==> config.mk <==
export PLATFORM = sky130hd
export DESIGN_NAME = instr_encoder
export DESIGN_NICKNAME = d
export VERILOG_FILES = /design/src/rtl/instr_encoder_pkg.sv /design/src/rtl/instr_pack.sv /design/src/rtl/instr_encoder.sv
export SDC_FILE = /design/constraint.sdc
export NUM_CORES = 1
export LEC_CHECK = 0
export ABC_AREA = 1
export BUFFER_PORTS_ARGS = -buffer_cell sky130_fd_sc_hd__clkbuf_2
export CORE_UTILIZATION = 43
export DETAILED_ROUTE_END_ITERATION = 12
export MAX_ROUTING_LAYER = met4
export PLACE_DENSITY = 0.79
export SKIP_CTS_REPAIR_TIMING = 1
export SLEW_MARGIN = 20
export SYNTH_ARGS = -nofsm -noshare
export SYNTH_HDL_FRONTEND = slang
export SYNTH_SLANG_ARGS = --single-unit
==> constraint.sdc <==
create_clock -name clk_i -period 1.41 [get_ports clk_i]
set_input_delay 0.0705 -clock clk_i [delete_from_list [all_inputs] [get_ports clk_i]]
set_output_delay 0.0705 -clock clk_i [all_outputs]
set_load 0.01 [all_outputs]
==> src/rtl/instr_encoder_pkg.sv <==
// Shared constants and types for the instruction encoder: op classes, DP commands,
// the always-condition and the loader FSM states.
package instr_encoder_pkg;

    localparam logic [1:0] OP_DP  = 2'b00;
    localparam logic [1:0] OP_MEM = 2'b01;
    localparam logic [1:0] OP_B   = 2'b10;

    localparam logic [3:0] CMD_ADD = 4'b0100;
    localparam logic [3:0] CMD_SUB = 4'b0010;
    localparam logic [3:0] CMD_AND = 4'b0000;
    localparam logic [3:0] CMD_ORR = 4'b1100;
    localparam logic [3:0] CMD_MOV = 4'b1101;

    localparam logic [3:0] COND_AL = 4'hE;

    typedef enum logic {
        StLoad,
        StFull
    } enc_state_e;

endpackage

==> src/rtl/instr_pack.sv <==
// Combinational packer: decoded instruction fields to a 32-bit ARM word, plus a flag
// for bundles outside the implemented subset.
module instr_pack
    import instr_encoder_pkg::*;
(
    input  logic [1:0]  op_i,
    input  logic [3:0]  cond_i,
    input  logic [3:0]  cmd_i,
    input  logic        s_i,
    input  logic        i_i,
    input  logic        l_i,
    input  logic [3:0]  rn_i,
    input  logic [3:0]  rd_i,
    input  logic [3:0]  rm_i,
    input  logic [23:0] imm_i,
    output logic [31:0] word_o,
    output logic        illegal_o
);

    logic        cmd_ok;
    logic [11:0] dp_operand;

    always_comb begin
        cmd_ok = 1'b0;
        unique case (cmd_i)
            CMD_ADD, CMD_SUB, CMD_AND, CMD_ORR, CMD_MOV: cmd_ok = 1'b1;
            default:                                     cmd_ok = 1'b0;
        endcase
    end

    // Rotation and shift amounts are always zero in the supported subset.
    assign dp_operand = i_i ? {4'h0, imm_i[7:0]} : {8'h00, rm_i};

    always_comb begin
        word_o    = '0;
        illegal_o = 1'b0;
        case (op_i)
            OP_DP: begin
                word_o    = {cond_i, 2'b00, i_i, cmd_i, s_i, rn_i, rd_i, dp_operand};
                illegal_o = ~cmd_ok | (i_i & (|imm_i[23:8]));
            end
            OP_MEM: begin
                word_o    = {cond_i, 7'b0101100, l_i, rn_i, rd_i, imm_i[11:0]};
                illegal_o = |imm_i[23:12];
            end
            OP_B: begin
                word_o    = {cond_i, 4'b1010, imm_i};
            end
            default: begin
                illegal_o = 1'b1;
            end
        endcase
    end

endmodule

==> src/rtl/instr_encoder.sv <==
// Loader-side instruction encoder: packs field bundles into ARM words and streams them
// into imem through a single registered write slot with back-pressure.
module instr_encoder
    import instr_encoder_pkg::*;
#(
    parameter int unsigned ADDR_W = 6,
    parameter int unsigned DEPTH  = 64
) (
    input  logic              clk_i,
    input  logic              rst_ni,
    input  logic              clr_i,
    input  logic              in_valid_i,
    output logic              in_ready_o,
    input  logic [1:0]        in_op_i,
    input  logic [3:0]        in_cond_i,
    input  logic [3:0]        in_cmd_i,
    input  logic              in_s_i,
    input  logic              in_i_i,
    input  logic              in_l_i,
    input  logic [3:0]        in_rn_i,
    input  logic [3:0]        in_rd_i,
    input  logic [3:0]        in_rm_i,
    input  logic [23:0]       in_imm_i,
    output logic              imem_we_o,
    input  logic              imem_ready_i,
    output logic [ADDR_W-1:0] imem_addr_o,
    output logic [31:0]       imem_wdata_o,
    output logic [ADDR_W:0]   word_count_o,
    output logic              full_o,
    output logic              err_o
);

    localparam logic [ADDR_W:0] DepthW = (ADDR_W + 1)'(DEPTH);

    logic [31:0] word;
    logic        illegal;

    instr_pack u_pack (
        .op_i      (in_op_i),
        .cond_i    (in_cond_i),
        .cmd_i     (in_cmd_i),
        .s_i       (in_s_i),
        .i_i       (in_i_i),
        .l_i       (in_l_i),
        .rn_i      (in_rn_i),
        .rd_i      (in_rd_i),
        .rm_i      (in_rm_i),
        .imm_i     (in_imm_i),
        .word_o    (word),
        .illegal_o (illegal)
    );

    enc_state_e        state_q;
    logic              we_q;
    logic [ADDR_W-1:0] addr_q;
    logic [31:0]       wdata_q;
    logic [ADDR_W:0]   count_q;
    logic              err_q;

    logic              commit;
    logic              slot_free;
    logic              accept;
    logic [ADDR_W:0]   count_inc;

    assign commit    = we_q & imem_ready_i;
    assign count_inc = count_q + (ADDR_W + 1)'(1);
    // The pending write already owns an address; refuse a bundle that would land past DEPTH.
    assign slot_free = (count_q + {{ADDR_W{1'b0}}, we_q}) < DepthW;
    assign in_ready_o = (state_q == StLoad) & (~we_q | imem_ready_i) & slot_free;
    assign accept     = in_valid_i & in_ready_o & ~clr_i;

    always_ff @(posedge clk_i or negedge rst_ni) begin
        if (!rst_ni) begin
            state_q <= StLoad;
            we_q    <= 1'b0;
            addr_q  <= '0;
            wdata_q <= '0;
            count_q <= '0;
            err_q   <= 1'b0;
        end else if (clr_i) begin
            state_q <= StLoad;
            we_q    <= 1'b0;
            addr_q  <= '0;
            count_q <= '0;
            err_q   <= 1'b0;
        end else begin
            if (commit) begin
                addr_q  <= addr_q + ADDR_W'(1);
                count_q <= count_inc;
                if (count_inc == DepthW) begin
                    state_q <= StFull;
                end
            end
            if (accept && !illegal) begin
                we_q    <= 1'b1;
                wdata_q <= word;
            end else if (commit) begin
                we_q    <= 1'b0;
            end
            if (accept && illegal) begin
                err_q <= 1'b1;
            end
        end
    end

    assign imem_we_o    = we_q;
    assign imem_addr_o  = addr_q;
    assign imem_wdata_o = wdata_q;
    assign word_count_o = count_q;
    assign full_o       = (state_q == StFull);
    assign err_o        = err_q;

endmodule

==> out/results.ini <==
[synthesis]
synthCells=326
ys_warn_count=0
ys_seq_elements=48
synth.avg_cell_area_um2=7.67
syn_area_um2=2500
synth-seq-area-share=0.480
synth_cell_type_count=26
syn_nets=382
synthAdderAreaFrac=0.0100
synth_compound_area_frac=0.0980
synthMuxAreaShare=0
synth_top_family_by_area=simple AND/OR/NAND/NOR gates
synth-xor-area-share=0.00350
synthSimpleGateAreaFrac=0.328

[cells_and_area]
final_cell_mix=nand2_1, clkbuf_2, dfrtp_1, nand3_1
multi_input_area_um2=1180
final_common_cell=nand2_1
fin_nets=515
drive_gt1_frac=0.357
seq_area_um2=1200
fillers=498
syn_to_final_growth_pct=41.3
design_area_um2=3530
diodes=0
fin_util=0.638

[clock_tree]
cts_tree=done
cts.sinks=48
root_buffer=clkbuf_8
clk_path_buf_depth=2
cts_max_level=2
path_clk_slew_ns=0.09
numCtsBuffers=5
clock_latency_ns=0.30

[place]
io_buffers=102
dpl_cell_area_um2=3230
hpwlAfterDp_um=4830
place.gp.congestion=0.899
post-place-ws_ns=-0.141

[routing]
drc_errors=0
first_iter_violations=127
first_pass_iters=5
routed_via_density=4.97
wire_per_inst_um=12.8
wl_um=6830
ant_nets=0
num_vias=2643

[floorplan]
core.rowCount=27
die_w_um=78.3
ios=103
initial_core_util=0.451
dieArea_um2=6130
fp.dieH_um=78.3
core_area_um2=5540

[critical_path]
reg2regPathDepth=10
timing_worst_setup_path_type=reg2reg
cp-startpoint=word_count_o[1]
cp_max_fo=8
crit_path_end_kind=flip-flop
cp_data_required_time_ns=1.65
crit_arrival_ns=1.76
cp-start-kind=flip-flop
r2r-start=word_count_o[1]

[timing]
slew_violations=0
tns_ns=-3.25
slew-limit-headroom=0.716
hold_viol_final=0
max_freq_mhz=656
min_period_ns=1.52
fin_ws_ns=-0.113
worstMarginPinSlew_ns=0.426
skew_ns=0.00925
min_period_over_period=1.08
whs_ns=0.0121
setup_viol=36
rsz0062_at_grt=true

[min_path]
hold_path.class=in2reg
hold_path_depth=3
min_from=in_cond_i[0]

[outcome]
status=finished with violations
violations=setup timing

[pwr]
p_leak_nw=2.03
ir_drop_uv=587
power_density_nw_per_um2=989

[global_routing]
grt_pass1_wl_um=10500
grt_max_degree=49
grt-ovfl-total=0
gr-usage-all-layers=0.225
antenna_found_initial=0
grt_pass1_vias=2278

[job]
maxCapViolCount=0

-- flip-flops by register name, summed over array words and instances, names as in the netlist --
signal / flops
err_o: 1
full_o: 1
imem_addr_o: 6
imem_wdata_o: 32
imem_we_o: 1
word_count_o: 7
-- layer usage --
| layer | vias up | share of wire | track usage |
|---|---|---|---|
| li1 | 1316 | - | - |
| met1 | 1196 | 0.44 | 0.299 |
| met2 | 124 | 0.47 | 0.353 |
| met3 | 7 | 0.077 | 0.0430 |
| met4 | 0 | 0.0092 | 0.0611 |
| met5 | - | 0 | - |
-- power by group --
part	total, mW	switching (mW)	internal [mW]
clock	0.839	0.439	0.401
combinational	0.926	0.519	0.407
sequential	1.73	0.140	1.59
total	3.49	1.10	2.40
-- synthesized netlist by cell type (all sizes together) --
| cell | number | share of area |
|---|---|---|
| a21oi | 9 | 0.023 |
| a22o | 12 | 0.042 |
| a31o | 1 | 0.0035 |
| and3 | 1 | 0.0025 |
| buf | 10 | 0.031 |
| clkbuf | 1 | 0.0015 |
| dfrtp | 48 | 0.48 |
| ha | 2 | 0.010 |
| inv | 32 | 0.048 |
| nand2 | 116 | 0.18 |
| nand2b | 1 | 0.0025 |
| nand3 | 45 | 0.092 |
| nor2 | 32 | 0.051 |
| nor3 | 1 | 0.0020 |
| o211ai | 1 | 0.0030 |
| o21ai | 11 | 0.022 |
| o22ai | 2 | 0.0050 |
| xor2 | 1 | 0.0035 |
-- worst max-delay path: stages, from the launching register on --
cell and delay, ns:
dfrtp_1 0.41, nand2_1 0.08, nor2_2 0.10, nand2_1 0.06, nand2_1 0.07, nand3_2 0.10
nor2_4 0.15, buf_12 0.17, clkbuf_16 0.17, nand3_1 0.08, nand2_1 0.07
-- logic make-up (layout without fill, tap and decap cells) --
logic type,Yosys count,in the layout
flops,48,48
fa+ha+maj,2,2
compound gates,36,36
simple gates,196,198
buf+inv,43,175
xor+xnor,1,1
-- metrics by stage --
stage	instances	total power, mW
2_1_floorplan	326	2.16
3_3_place_gp	513	2.59
3_5_place_dp	513	2.61
4_1_cts	521	3.45
5_1_grt	532	3.71
6_report	532	3.49
-- worst paths after layout --
kind / to / slack, ns
worst max-delay path: imem_wdata_o[28] / -0.11
worst min-delay path: imem_wdata_o[28] / 0.01
worst max register to register: imem_wdata_o[28] / -0.11
worst min register to register: imem_addr_o[5] / 0.46
max in group asynchronous: word_count_o[0] / 0.88
min in group asynchronous: word_count_o[3] / 0.27
-- layout make-up --
class,count,share of cell area
Sequential cell,48,0.340
Multi-Input combinational cell,237,0.335
Timing Repair Buffer,135,0.240
Inverter,32,0.0340
Clock buffer,8,0.0255
Tap cell,72,0.0255
Note: power is estimated with default switching activity, not from simulation.
